### config.mk
export PLATFORM = sky130hd
export DESIGN_NAME = pp_frame_writer
export DESIGN_NICKNAME = d
export VERILOG_FILES = /design/src/rtl/pp_buf_pkg.sv /design/src/rtl/pp_frame_writer_sat_cnt16.sv /design/src/rtl/pp_frame_writer.sv
export SDC_FILE = /design/constraint.sdc
export NUM_CORES = 1
export LEC_CHECK = 0
export BUFFER_PORTS_ARGS = -buffer_cell sky130_fd_sc_hd__clkbuf_2
export CAP_MARGIN = 20
export CELL_PAD_IN_SITES_DETAIL_PLACEMENT = 1
export CELL_PAD_IN_SITES_GLOBAL_PLACEMENT = 2
export CORE_ASPECT_RATIO = 1.1
export CORE_UTILIZATION = 30
export CTS_CLUSTER_DIAMETER = 120
export DETAILED_ROUTE_END_ITERATION = 6
export GPL_TIMING_DRIVEN = 1
export PLACE_DENSITY_LB_ADDON = 0.1
export SYNTH_ARGS = -nofsm -noshare
export SYNTH_HDL_FRONTEND = slang
export SYNTH_SLANG_ARGS = --single-unit
### constraint.sdc
create_clock -name Wr_Clk -period 3.7 [get_ports Wr_Clk]
set_input_delay 0.74 -clock Wr_Clk [delete_from_list [all_inputs] [get_ports Wr_Clk]]
set_output_delay 0.74 -clock Wr_Clk [all_outputs]
set_load 0.05 [all_outputs]
### src/rtl/pp_buf_pkg.sv
// Shared definitions for the ping-pong frame writer.
//   state_t     : frame writer FSM state encoding
//   GAP_CYC_DEF : default minimum number of Wr_en-low cycles between frames
//   CNT_W       : width of the status counters
//   CNT_MAX     : value at which the status counters stop counting
package pp_buf_pkg;

    typedef enum logic [2:0] {
        IDLE,
        WAIT_RDY,
        WRITE,
        CLOSE,
        GAP
    } state_t;

    localparam int GAP_CYC_DEF = 3;

    localparam int CNT_W = 16;
    localparam logic [CNT_W-1:0] CNT_MAX = '1;

endpackage

### src/rtl/pp_frame_writer_sat_cnt16.sv
// 16-bit saturating event counter.
//   Wr_Clk : clock, rising edge
//   reset  : synchronous, active-high clear
//   inc    : count one event this cycle
//   cnt    : current count, sticks at CNT_MAX
module sat_cnt16
    import pp_buf_pkg::*;
(
    input  logic             Wr_Clk,
    input  logic             reset,
    input  logic             inc,
    output logic [CNT_W-1:0] cnt
);

    // NOTE: sequential state is assigned with <= so every register samples
    // its inputs from the same pre-edge values regardless of block order.
    always_ff @(posedge Wr_Clk) begin
        if (reset) begin
            cnt <= '0;
        end else if (inc && (cnt != CNT_MAX)) begin
            cnt <= cnt + CNT_W'(1);
        end
    end

endmodule

### src/rtl/pp_frame_writer.sv
// Frame writer feeding one half of a ping-pong sample buffer.
// On a trigger it waits for the buffer to be ready, writes frm_len samples
// (clamped to the buffer depth) at addresses 0..len-1 with Wr_en held high
// for the whole frame, reports the frame quality on Wr_frm_ok and enforces
// an idle gap before the next frame.
//   Wr_Clk     : sole clock, rising edge
//   reset      : synchronous, active-high
//   trig       : single-cycle capture request
//   abort      : terminate the current capture
//   frm_len    : samples per frame, taken when trig is accepted
//   s_data     : ADC sample
//   s_valid    : s_data qualifier
//   s_err      : sample error flag, qualified by s_valid
//   Wr_ready   : buffer can accept a new frame
//   Wr_en      : frame write enable
//   Wr_Addr    : write address
//   Wr_data    : write data
//   Wr_frm_ok  : frame-good flag, valid while Wr_en is low after a frame
//   busy       : high whenever the FSM is not in IDLE
//   frm_cnt    : good frames written
//   err_cnt    : frames closed with an error or abort
//   drop_cnt   : triggers ignored
module pp_frame_writer
    import pp_buf_pkg::*;
#(
    parameter int RAM_WIDTH     = 8,
    parameter int RAM_ADDR_BITS = 14,
    parameter int GAP_CYC       = GAP_CYC_DEF
) (
    input  logic                     Wr_Clk,
    input  logic                     reset,
    input  logic                     trig,
    input  logic                     abort,
    input  logic [RAM_ADDR_BITS:0]   frm_len,
    input  logic [RAM_WIDTH-1:0]     s_data,
    input  logic                     s_valid,
    input  logic                     s_err,
    input  logic                     Wr_ready,
    output logic                     Wr_en,
    output logic [RAM_ADDR_BITS-1:0] Wr_Addr,
    output logic [RAM_WIDTH-1:0]     Wr_data,
    output logic                     Wr_frm_ok,
    output logic                     busy,
    output logic [CNT_W-1:0]         frm_cnt,
    output logic [CNT_W-1:0]         err_cnt,
    output logic [CNT_W-1:0]         drop_cnt
);

    localparam logic [RAM_ADDR_BITS:0] DEPTH = {1'b1, {RAM_ADDR_BITS{1'b0}}};
    localparam int                     GAP_W = $clog2(GAP_CYC);
    localparam logic [GAP_W-1:0]       GAP_LAST = GAP_W'(GAP_CYC - 1);

    state_t                   state, state_d;
    logic [RAM_ADDR_BITS:0]   len_q, len_d;
    logic [RAM_ADDR_BITS:0]   ptr, ptr_d;
    logic                     ok_q, ok_d;
    logic [GAP_W-1:0]         gap_cnt, gap_d;
    logic                     wr_en_d;
    logic [RAM_ADDR_BITS-1:0] addr_d;
    logic [RAM_WIDTH-1:0]     data_d;
    logic                     frm_ok_d;
    logic                     busy_d;
    logic                     frm_inc, err_inc, drop_inc;

    // NOTE: every signal written here gets a default first, so no path
    // through the case statement can leave one unassigned and infer a latch.
    always_comb begin
        state_d  = state;
        len_d    = len_q;
        ptr_d    = ptr;
        ok_d     = ok_q;
        gap_d    = gap_cnt;
        wr_en_d  = Wr_en;
        addr_d   = Wr_Addr;
        data_d   = Wr_data;
        frm_ok_d = Wr_frm_ok;
        frm_inc  = 1'b0;
        err_inc  = 1'b0;
        // A trigger is dropped when busy or when it asks for an empty frame.
        drop_inc = trig && ((state != IDLE) || (frm_len == '0));

        case (state)
            IDLE: begin
                if (trig && (frm_len != '0)) begin
                    len_d   = (frm_len > DEPTH) ? DEPTH : frm_len;
                    ok_d    = 1'b1;
                    ptr_d   = '0;
                    state_d = WAIT_RDY;
                end
            end

            WAIT_RDY: begin
                if (abort) begin
                    state_d = IDLE;
                end else if (Wr_ready) begin
                    state_d = WRITE;
                end
            end

            WRITE: begin
                if (abort) begin
                    // Nothing written yet: leave without producing a frame.
                    if (Wr_en) begin
                        ok_d    = 1'b0;
                        state_d = CLOSE;
                    end else begin
                        state_d = IDLE;
                    end
                end else if (ptr == len_q) begin
                    // Frame complete; the last sample stays on the bus for
                    // the CLOSE cycle as well.
                    state_d = CLOSE;
                end else if (s_valid) begin
                    data_d  = s_data;
                    addr_d  = ptr[RAM_ADDR_BITS-1:0];
                    ptr_d   = ptr + (RAM_ADDR_BITS + 1)'(1);
                    wr_en_d = 1'b1;
                    if (s_err) begin
                        ok_d = 1'b0;
                    end
                end
            end

            CLOSE: begin
                wr_en_d  = 1'b0;
                frm_ok_d = ok_q;
                frm_inc  = ok_q;
                err_inc  = !ok_q;
                gap_d    = '0;
                state_d  = GAP;
            end

            GAP: begin
                if (gap_cnt == GAP_LAST) begin
                    frm_ok_d = 1'b0;
                    state_d  = IDLE;
                end else begin
                    gap_d = gap_cnt + GAP_W'(1);
                end
            end

            default: state_d = IDLE;
        endcase

        busy_d = (state_d != IDLE);
    end

    always_ff @(posedge Wr_Clk) begin
        if (reset) begin
            state     <= IDLE;
            len_q     <= '0;
            ptr       <= '0;
            ok_q      <= 1'b0;
            gap_cnt   <= '0;
            Wr_en     <= 1'b0;
            Wr_Addr   <= '0;
            Wr_data   <= '0;
            Wr_frm_ok <= 1'b0;
            busy      <= 1'b0;
        end else begin
            state     <= state_d;
            len_q     <= len_d;
            ptr       <= ptr_d;
            ok_q      <= ok_d;
            gap_cnt   <= gap_d;
            Wr_en     <= wr_en_d;
            Wr_Addr   <= addr_d;
            Wr_data   <= data_d;
            Wr_frm_ok <= frm_ok_d;
            busy      <= busy_d;
        end
    end

    sat_cnt16 u_frm_cnt (
        .Wr_Clk (Wr_Clk),
        .reset  (reset),
        .inc    (frm_inc),
        .cnt    (frm_cnt)
    );

    sat_cnt16 u_err_cnt (
        .Wr_Clk (Wr_Clk),
        .reset  (reset),
        .inc    (err_inc),
        .cnt    (err_cnt)
    );

    sat_cnt16 u_drop_cnt (
        .Wr_Clk (Wr_Clk),
        .reset  (reset),
        .inc    (drop_inc),
        .cnt    (drop_cnt)
    );

endmodule
* Word level (Yosys, flattened, before mapping) *
Cells that the tools add are included.

storage, ports and cells
  logic and storage cells = 93
  flip-flop bits (word level) = 109
  output and inout bits = 73
  input port bits = 30

operators by class
  $lt $le $gt $ge = 1
  bitwise logic cells = 2
  add/sub/neg operators = 5
  mux-type cells = 31
  reductions and logical operators = 22
  equal/unequal tests = 19

operator list
  cell                                                                    number
  15-bit two-way mux                                                      5
  16-bit by 1-bit adder with 16-bit output (second input constant)        3
  16-bit != test (second input constant)                                  3
  15-bit case mux with 2 select lines                                     1
  3-bit two-way mux                                                       6
  15-bit by 1-bit adder with 15-bit output (second input constant)        1
  15-bit equality test                                                    1
  15-bit greater-than comparator (second input constant)                  1
  15-bit zero test                                                        1
  3-bit case mux with 5 select lines                                      1
  15-bit nonzero test                                                     1
  1-bit two-way mux                                                       12
  2-bit != test (second input constant)                                   6
  3-bit != test (second input constant)                                   4
  4-bit AND reduction                                                     2
  3-bit by 2-bit equality test with 1-bit output (second input constant)  2
  1-bit case mux with 2 select lines                                      3
  2-bit AND reduction                                                     3
  6-bit AND reduction                                                     1
  2-bit nonzero test                                                      3
  3-bit nonzero test                                                      2
  1-bit logical AND                                                       5
  5-bit AND reduction                                                     1
  2-bit two-way mux                                                       2
  other kinds (9)                                                         10

* Depth between registers and ports, before layout *
Gate-level depths: netlist (run 1).

  word-level depth = 5
  depth in mapped cells = 8
  depth with buffers taken out = 6

* Hierarchy *
From an unflattened synthesis (run 1), not the netlist that was laid out.

second synthesis, totals
  cell total of the unflattened synthesis = 614
  area, all modules = 5,343.9 um^2

modules (own cells, without submodules)
  module           cells each  instances  area each (um^2)  seq. area each (um^2)
  pp_frame_writer  317         1          2,798.9           1,221.2
  sat_cnt16        99          3          848.3             320.3

* Worst setup path before layout (run 1) *
Ideal clock, no wire load.

  path kind = input to register
  start = input frm_len[10]
  end = register u_drop_cnt.cnt[12]
  cell stages on the path = 6
  required time = 3.579 ns
  data arrival time = 2.969 ns
  buffers on the path = 1
  setup slack = 0.611 ns
  cell sequence = or4_4 -> or4_1 -> buf_2 -> a2111o_1 -> nor4_1 -> mux2_2

on the way
  cells in the longest elaborated chain, start to end = 4

ends and longest elaborated chain
  what                  RTL line                         text
  start, declared       pp_frame_writer.sv:34            input logic [RAM_ADDR_BITS:0] frm_len,
  15-bit zero test      pp_frame_writer.sv:80            drop_inc = trig && ((state != IDLE) || (frm_len == '0));
  1-bit logical OR      pp_frame_writer.sv:80
  1-bit logical AND     pp_frame_writer.sv:80
  1-bit logical AND     pp_frame_writer_sat_cnt16.sv:20  end else if (inc && (cnt != CNT_MAX)) begin
  end signal, assigned  pp_frame_writer_sat_cnt16.sv:21  cnt <= cnt + CNT_W'(1);
  end, declared         pp_frame_writer_sat_cnt16.sv:12  output logic [CNT_W-1:0] cnt

Every way passes these cells.
A chain may end at the register's enable or synchronous reset.

* Worst setup path after layout (run 1) *
  start = input frm_len[0]
  end = register u_drop_cnt.cnt[12]

The elaborated chain is that of the path after synthesis.

==> results of run 1 <==
[cell usage in the layout, fill, tap and decap left out, types with 14 or more instances in the layout]
cell / instances
nor3_1: 19
a31o_2: 22
nor4b_1: 20
or3_1: 17
nand2_1: 37
or4_1: 19
o31ai_1: 14
nor2_1: 62
a21oi_1: 38
clkbuf_2: 101
xnor2_1: 37
dfxtp_1: 109
nand4_1: 18
nand3_1: 21
o21ai_0: 17
[Yosys cell counts (18+ instances only)]
cell / count
nor3_1: 19
clkbuf_1: 33
dfxtp_1: 109
nand4_1: 18
or4_1: 19
a21oi_1: 38
nand3_1: 21
a31o_2: 22
nor2_1: 62
nand2_1: 37
xnor2_1: 37
nor4b_1: 20
[state kept, by name, indices dropped and copies added (netlist names), 2 cells and up]
| register | count |
|---|---|
| Wr_data | 8 |
| gap_cnt | 2 |
| u_err_cnt.cnt | 16 |
| u_drop_cnt.cnt | 16 |
| state | 3 |
| len_q | 15 |
| u_frm_cnt.cnt | 16 |
| Wr_Addr | 14 |
| ptr | 15 |
[stage by stage]
stage | hold slack (ns) | instance area [um2] | setup slack [ns]
after global placement | 0.458 | 5940 | 0.409
final | 0.479 | 6210 | 0.704
after floorplan | 0.442 | 5240 | 0.611
after global routing | 0.503 | 6210 | 0.639
after detailed placement | 0.471 | 5940 | 0.356
after CTS | 0.481 | 6210 | 0.739
[cell type report]
class / count / area (um2) / area share
clock buffer: 15 / 268 / 0.0431
clock inverter: 1 / 5.00 / 0.000806
inverter: 13 / 48.8 / 0.00786
multi-input combinational: 443 / 2840 / 0.457
sequential: 109 / 2180 / 0.351
tap: 234 / 293 / 0.0471
timing repair buffer: 110 / 573 / 0.0923
[power groups by stage]
stage	Combinational (W)	Clock [W]	Sequential, W
floorplan	0.000112	0	0.00123
global placement	0.000179	0	0.00122
detailed placement	0.000181	0	0.00123
CTS	0.000181	0.000975	0.00120
global route	0.000200	0.00103	0.00120
finish	0.000181	0.000931	0.00120
[logic make-up (layout without fill, tap and decap cells)]
kind of cell,after synthesis,count (layout),synth area share
muxes,4,4,0.00835
buffers and inverters,53,139,0.0442
AOI/OAI and AO/OA,124,124,0.160
xor gates and xnor gates,44,44,0.0735
and+or+nand+nor,266,266,0.286
adders and majority gates,5,5,0.0119
DFF,109,109,0.416
[metal layers]
metal	global-route usage	vias to the layer above	part of all wire
met5	0	-	0
met4	0.0576	0	0.011
met3	0.0376	9	0.034
met2	0.302	71	0.48
met1	0.230	2404	0.47
li1	-	2407	-
[how the worst max path moves through the flow]
stage                              end  slack (ns)  cells after the start
floorplan           u_drop_cnt.cnt[12]        0.61                      6
global placement    u_drop_cnt.cnt[12]        0.41                      6
detailed placement  u_drop_cnt.cnt[12]        0.36                      6
CTS                 u_drop_cnt.cnt[12]        0.74                      6
global route        u_drop_cnt.cnt[12]        0.64                      6
finish              u_drop_cnt.cnt[12]        0.70                      6
[tightest hold or removal path, delay by kind of cell, from the launching register on]
| kind | cells | cell delay (ns) |
|---|---|---|
| DFF | 1 | 0.32 |
| and+or+nand+nor | 1 | 0.06 |
| AOI/OAI and AO/OA | 1 | 0.05 |
==> flow_summary_export.csv, run 1 <==
group,metric,value,unit
status,status,"finished, final reports clean",
sta,slew_headroom,0.458,
worst_hold_path,worstHoldStart,"len_q[12]",
cells_and_area,final-instance-count-excl-fill,925,
synthesis,synth_edf_count,0,
placement,dp_hpwl,11000,um
worst_setup_path,crit_fanout,9,
sta,fin_crit,3.00,ns
sta,final-setup-viol-count,0,
sta,tightest_slew,0.806,ns
detailed_routing,drt-pass1-iter-count,4,
worst_setup_path,r2r-start,"ptr[4]",
worst_hold_path,hold_depth,2,
clock_network,clock_sinks,109,
pwr,switching_share,0.250,
worst_hold_path,hp-class,"flip-flop to flip-flop",
detailed_routing,drt_iter0_drc,166,
cells_and_area,fillers,2031,
synthesis,seq_area_frac_synth,0.416,
synthesis,synth.area.top_cells,"dfxtp_1 (42%), xnor2_1 (6.2%), nor2_1 (4.4%)",
floorplanning,pin_count,103,
placement,gp_congestion,0.765,
placement,io_buffer_count,102,
clock_network,clockRootBuffer,"clkbuf_16",
global_routing,grt_max_degree,60,
worst_setup_path,startpoint,"frm_len[0]",
worst_hold_path,hold-path-endpoint,"len_q[12]",
worst_setup_path,cpMaxStageDelayCell,"or4_1",
synthesis,yosysTopAreaCell,"dfxtp_1",
worst_setup_path,slowest_delay,0.63,ns
pwr,ir_drop,0.223,mV
pwr,netSwitchingPower,0.000577,W
global_routing,antenna_found_initial,0,
clock_network,cts_hold_buf,0,
pwr,power,0.00231,W
pwr,clkPwrFrac,0.403,
synthesis,async_reset_ff_frac,0,
worst_setup_path,r2r-end,"Wr_Addr[3]",
worst_setup_path,crit_arrival,3.24,ns
sta,fin_skew,0.00664,ns
worst_setup_path,worst-path-buf-inv,1,
synthesis,synthCells,605,
sta,fmax,334,MHz
worst_setup_path,rr_worst_depth,6,
worst_setup_path,timing.critical_path.mode_cell,"or4_1",
worst_setup_path,path_cells,"clkbuf_2, or4_1, or4_1, a2111o_1, nor4_1, mux2_2",
worst_setup_path,cp_top_family,"simple AND/OR/NAND/NOR gates",
worst_setup_path,worstSetupEndpointType,"flip-flop",
worst_setup_path,r2r_slack,1.33,ns
cells_and_area,layout.nets,721,
sta,maxSlewViolCount,0,
global_routing,grt_pass1_wl,25700,um
pwr,p_comb_frac,0.078,
placement,placed_cells,909,
global_routing,overflow,0,
global_routing,track_usage,0.180,
floorplanning,initial_utilization,0.307,
detailed_routing,drc,0,
detailed_routing,drt_wl_total,15600,um
pwr,leakagePower,2.22,nW
clock_network,cts_buffers,9,
clock_network,clock_path_buffers,2,
cells_and_area,n_antenna_cell,0,
detailed_routing,drt.antenna.violating_nets,0,
synthesis,synth_flop_cell,"dfxtp_1",
cells_and_area,fin_util,0.364,
pwr,intPower,0.00173,W
detailed_routing,dr_total_vias,4891,
synthesis,ys_warn_count,0,
synthesis,netlist_area,0.00524,mm2
floorplanning,rows,50,
worst_setup_path,required,3.94,ns
detailed_routing,wire_per_inst,16.9,um
clock_network,cts.clk_slew.worst_paths,0.07,ns
pwr,cellPowerDensity,372,mW/mm2
cells_and_area,areaGrowthSynthToFinish,18.5,%
global_routing,grt_pass1_vias,4957,
clock_network,cts_tree,"built",
synthesis,ys_ff_latch,109,
worst_setup_path,start_kind,"input port",
clock_network,post_cts_buffers,0,
clock_network,cts_resized,0,
synthesis,avgSynthCellArea,8.67,um2
pwr,pwr-share-seq,0.519,
cells_and_area,drive_gt1_frac,0.229,
worst_setup_path,critPathKind,"input port to flip-flop",
clock_network,clkLatencyLatePin,0.35,ns
detailed_routing,avgViaCountPerCell,5.29,
synthesis,yosysUniqueCellTypes,54,
synthesis,synth_nets,640,
clock_network,htree_levels,3,
floorplanning,core,0.0171,mm2
flow_run,max_cap_viol_count,0,
sta,fin_crit_sh,0.810,
floorplanning,fp.dieH,141,um
sta,rsz0062_at_grt,"false",
sta,hold_viol,0,
sta,fin_setup_tns,0,ns
floorplanning,die_x,128,um
floorplanning,die_area,0.0180,mm2
synthesis,synth.top_cell.area_share,0.416,
(Power assumes the default switching activity.)
==> run 2: changes to the inputs <==
--- a/config.mk
+++ b/config.mk
@@ -5,6 +5,7 @@
 export SDC_FILE = /design/constraint.sdc
 export NUM_CORES = 1
 export LEC_CHECK = 0
+export ABC_AREA = 1
 export BUFFER_PORTS_ARGS = -buffer_cell sky130_fd_sc_hd__clkbuf_2
 export CAP_MARGIN = 20
 export CELL_PAD_IN_SITES_DETAIL_PLACEMENT = 1
==> constraint.sdc (replaced) <==
create_clock -name Wr_Clk -period 3.1 [get_ports Wr_Clk]
set_input_delay 0.62 -clock Wr_Clk [delete_from_list [all_inputs] [get_ports Wr_Clk]]
set_output_delay 0.62 -clock Wr_Clk [all_outputs]
set_load 0.05 [all_outputs]
==> flow_summary_export.csv, run 2 <==
group,metric,value,unit
sta,fin_crit_sh,0.734,
placement,io_buffer_count,102,
worst_setup_path,critPathKind,"flip-flop to flip-flop",
global_routing,track_usage,0.194,
clock_network,cts_hold_buf,0,
placement,placed_cells,1168,
clock_network,clockRootBuffer,"clkbuf_16",
clock_network,clock_sinks,109,
cells_and_area,final-instance-count-excl-fill,1184,
worst_hold_path,hp-class,"flip-flop to flip-flop",
global_routing,grt_use_met2,0.359,
global_routing,grt_max_degree,46,
detailed_routing,drt.antenna.violating_nets,0,
clock_network,cts_tree,"built",
clock_network,htree_levels,3,
floorplanning,rows,52,
synthesis,yosysTopAreaCell,"dfxtp_1",
status,status,"finished, final reports clean",
floorplanning,die_x,133,um
worst_setup_path,r2r_slack,0.82,ns
synthesis,netlist_area,0.00569,mm2
global_routing,use_met3,0.0278,
cells_and_area,n_antenna_cell,0,
detailed_routing,wire_per_inst,15.3,um
synthesis,async_reset_ff_frac,0,
clock_network,clkLatencyLatePin,0.36,ns
synthesis,ys_warn_count,0,
pwr,ir_drop,0.291,mV
global_routing,antenna_found_initial,0,
sta,rsz0062_at_grt,"false",
synthesis,ys_ff_latch,109,
synthesis,synthCells,848,
worst_setup_path,r2r-end,"ptr[6]",
cells_and_area,areaGrowthSynthToFinish,17.9,%
worst_setup_path,crit_fanout,37,
synthesis,synth.top_cell.area_share,0.383,
detailed_routing,drt_iter0_drc,156,
clock_network,clock_path_buffers,2,
detailed_routing,drt_wl_total,18100,um
sta,fin_crit,2.28,ns
worst_setup_path,crit_cells,10,
synthesis,synth.area.top_cells,"dfxtp_1 (38%), nand2_1 (15%), a21oi_1 (8.4%)",
global_routing,busiest_layer,"met2",
worst_setup_path,rr_worst_depth,10,
synthesis,synth_flop_cell,"dfxtp_1",
flow_run,max_cap_viol_count,0,
clock_network,post_cts_buffers,0,
worst_setup_path,worstSetupEndpoint,"ptr[6]",
worst_setup_path,cpMaxStageDelayCell,"dfxtp_1",
detailed_routing,drc,0,
floorplanning,die_area,0.0195,mm2
placement,gp_congestion,0.806,
worst_setup_path,crit_arrival,2.57,ns
floorplanning,fp.dieH,146,um
global_routing,grt_pass1_vias,6054,
cells_and_area,final_cell_mix,"nand2_1 (229), dfxtp_1 (109), clkbuf_2 (101), a21oi_1 (95), nor2_1 (86)",
sta,fmax,439,MHz
synthesis,synth_edf_count,0,
sta,slew_headroom,0.522,
placement,dp_hpwl,13500,um
worst_setup_path,timing.critical_path.mode_cell,"nand2_1",
synthesis,yosysUniqueCellTypes,33,
global_routing,grt_pass1_wl,30300,um
floorplanning,pin_count,103,
cells_and_area,fin_util,0.363,
worst_setup_path,startpoint,"ptr[6]",
worst_setup_path,path_cells,"inv_1, nand2_1, nand2_1, nand3_1, nor2_2, nand2_4, nand3_4, nand2_4, nand2_1, a21oi_1",
worst_setup_path,r2r-start,"ptr[6]",
pwr,cellPowerDensity,428,mW/mm2
worst_setup_path,start_kind,"flip-flop",
sta,fin_skew,0.0135,ns
sta,maxSlewViolCount,0,
detailed_routing,avgViaCountPerCell,4.88,
clock_network,cts_resized,0,
cells_and_area,drive_gt1_frac,0.151,
worst_setup_path,worst-path-buf-inv,1,
worst_setup_path,cp_top_family,"simple AND/OR/NAND/NOR gates",
synthesis,avgSynthCellArea,6.71,um2
detailed_routing,drt-pass1-iter-count,4,
worst_setup_path,worstSetupEndpointType,"flip-flop",
sta,tightest_slew,0.716,ns
floorplanning,core,0.0185,mm2
cells_and_area,largestRegisters,"u_drop_cnt.cnt x16, u_err_cnt.cnt x16, u_frm_cnt.cnt x16",
sta,fin_setup_tns,0,ns
clock_network,cts_buffers,9,
synthesis,yosysMostFrequentCell,"nand2_1",
global_routing,use_met1,0.228,
global_routing,overflow,0,
cells_and_area,layout.nets,971,
sta,final-setup-viol-count,0,
detailed_routing,dr_total_vias,5782,
synthesis,seq_area_frac_synth,0.383,
floorplanning,initial_utilization,0.308,
synthesis,ys_top_cells_by_count,"nand2_1 (229), dfxtp_1 (109), a21oi_1 (95)",
worst_setup_path,slowest_delay,0.50,ns
worst_setup_path,required,3.39,ns
synthesis,synth_nets,883,
cells_and_area,final_common_cell,"nand2_1",
clock_network,cts.clk_slew.worst_paths,0.09,ns
sta,hold_viol,0,
sta,hold_slack,0.469,ns
pwr,leakagePower,2.51,nW
run 2: logic make-up after synthesis:
group | count (synthesis) | synth area share
compound gates | 116 | 0.106
xor+xnor | 39 | 0.0600
fa+ha+maj | 5 | 0.0110
buf+inv | 117 | 0.0862
flops | 109 | 0.383
simple gates | 462 | 0.354
run 2: worst register-to-register path: cells and delay by family (launching register included):
kind | cells | cell delay, ns
flip-flops | 1 | 0.50
AO/OA/AOI/OAI | 1 | 0.13
buffers and inverters | 1 | 0.13
AND/OR/NAND/NOR | 8 | 1.45
run 2: report_power, final:
part | switching, W | total [W] | internal [W]
logic | 0.000161 | 0.000219 | 0.0000575
clock network | 0.000638 | 0.00123 | 0.000589
registers | 0.0000117 | 0.00143 | 0.00141
total | 0.000811 | 0.00287 | 0.00206
run 2: layout make-up:
| cell class | instances | area, um2 |
|---|---|---|
| Clock inverter | 7 | 88.8 |
| Timing Repair Buffer | 111 | 578 |
| Sequential cell | 109 | 2180 |
| Fill cell | 2457 | 11800 |
| Multi-Input combinational cell | 622 | 3020 |
| Tap cell | 243 | 304 |
| Clock buffer | 9 | 225 |
| Inverter | 83 | 312 |
run 2: per-stage QoR:
stage / total power [W] / area [um2] / worst slack (ns)
finish: 0.00287 / 6710 / 0.824
global route: 0.00300 / 6710 / 0.531
CTS: 0.00293 / 6710 / 0.772
detailed placement: 0.00168 / 6390 / 0.800
global placement: 0.00168 / 6390 / 0.836
floorplan: 0.00161 / 5690 / 1.08
run 2: worst min-delay path by stage:
stage          startpoint  slack [ns]         end  cells after the start
3_5_place_dp   Wr_Addr[3]        0.46  Wr_Addr[3]                      2
5_1_grt        Wr_Addr[3]        0.49  Wr_Addr[3]                      2
4_1_cts        Wr_Addr[3]        0.47  Wr_Addr[3]                      2
3_3_place_gp   Wr_data[7]        0.45  Wr_data[7]                      2
2_1_floorplan  gap_cnt[1]        0.45  gap_cnt[1]                      2
6_report       Wr_Addr[7]        0.47  Wr_Addr[7]                      2
run 2: routing by layer:
layer  routed length (um)  vias to the layer above
met5                    0                        -
met3                  507                       17
met1                 7940                     2764
li1                     -                     2936
met2                 9390                       65
met4                  246                        0
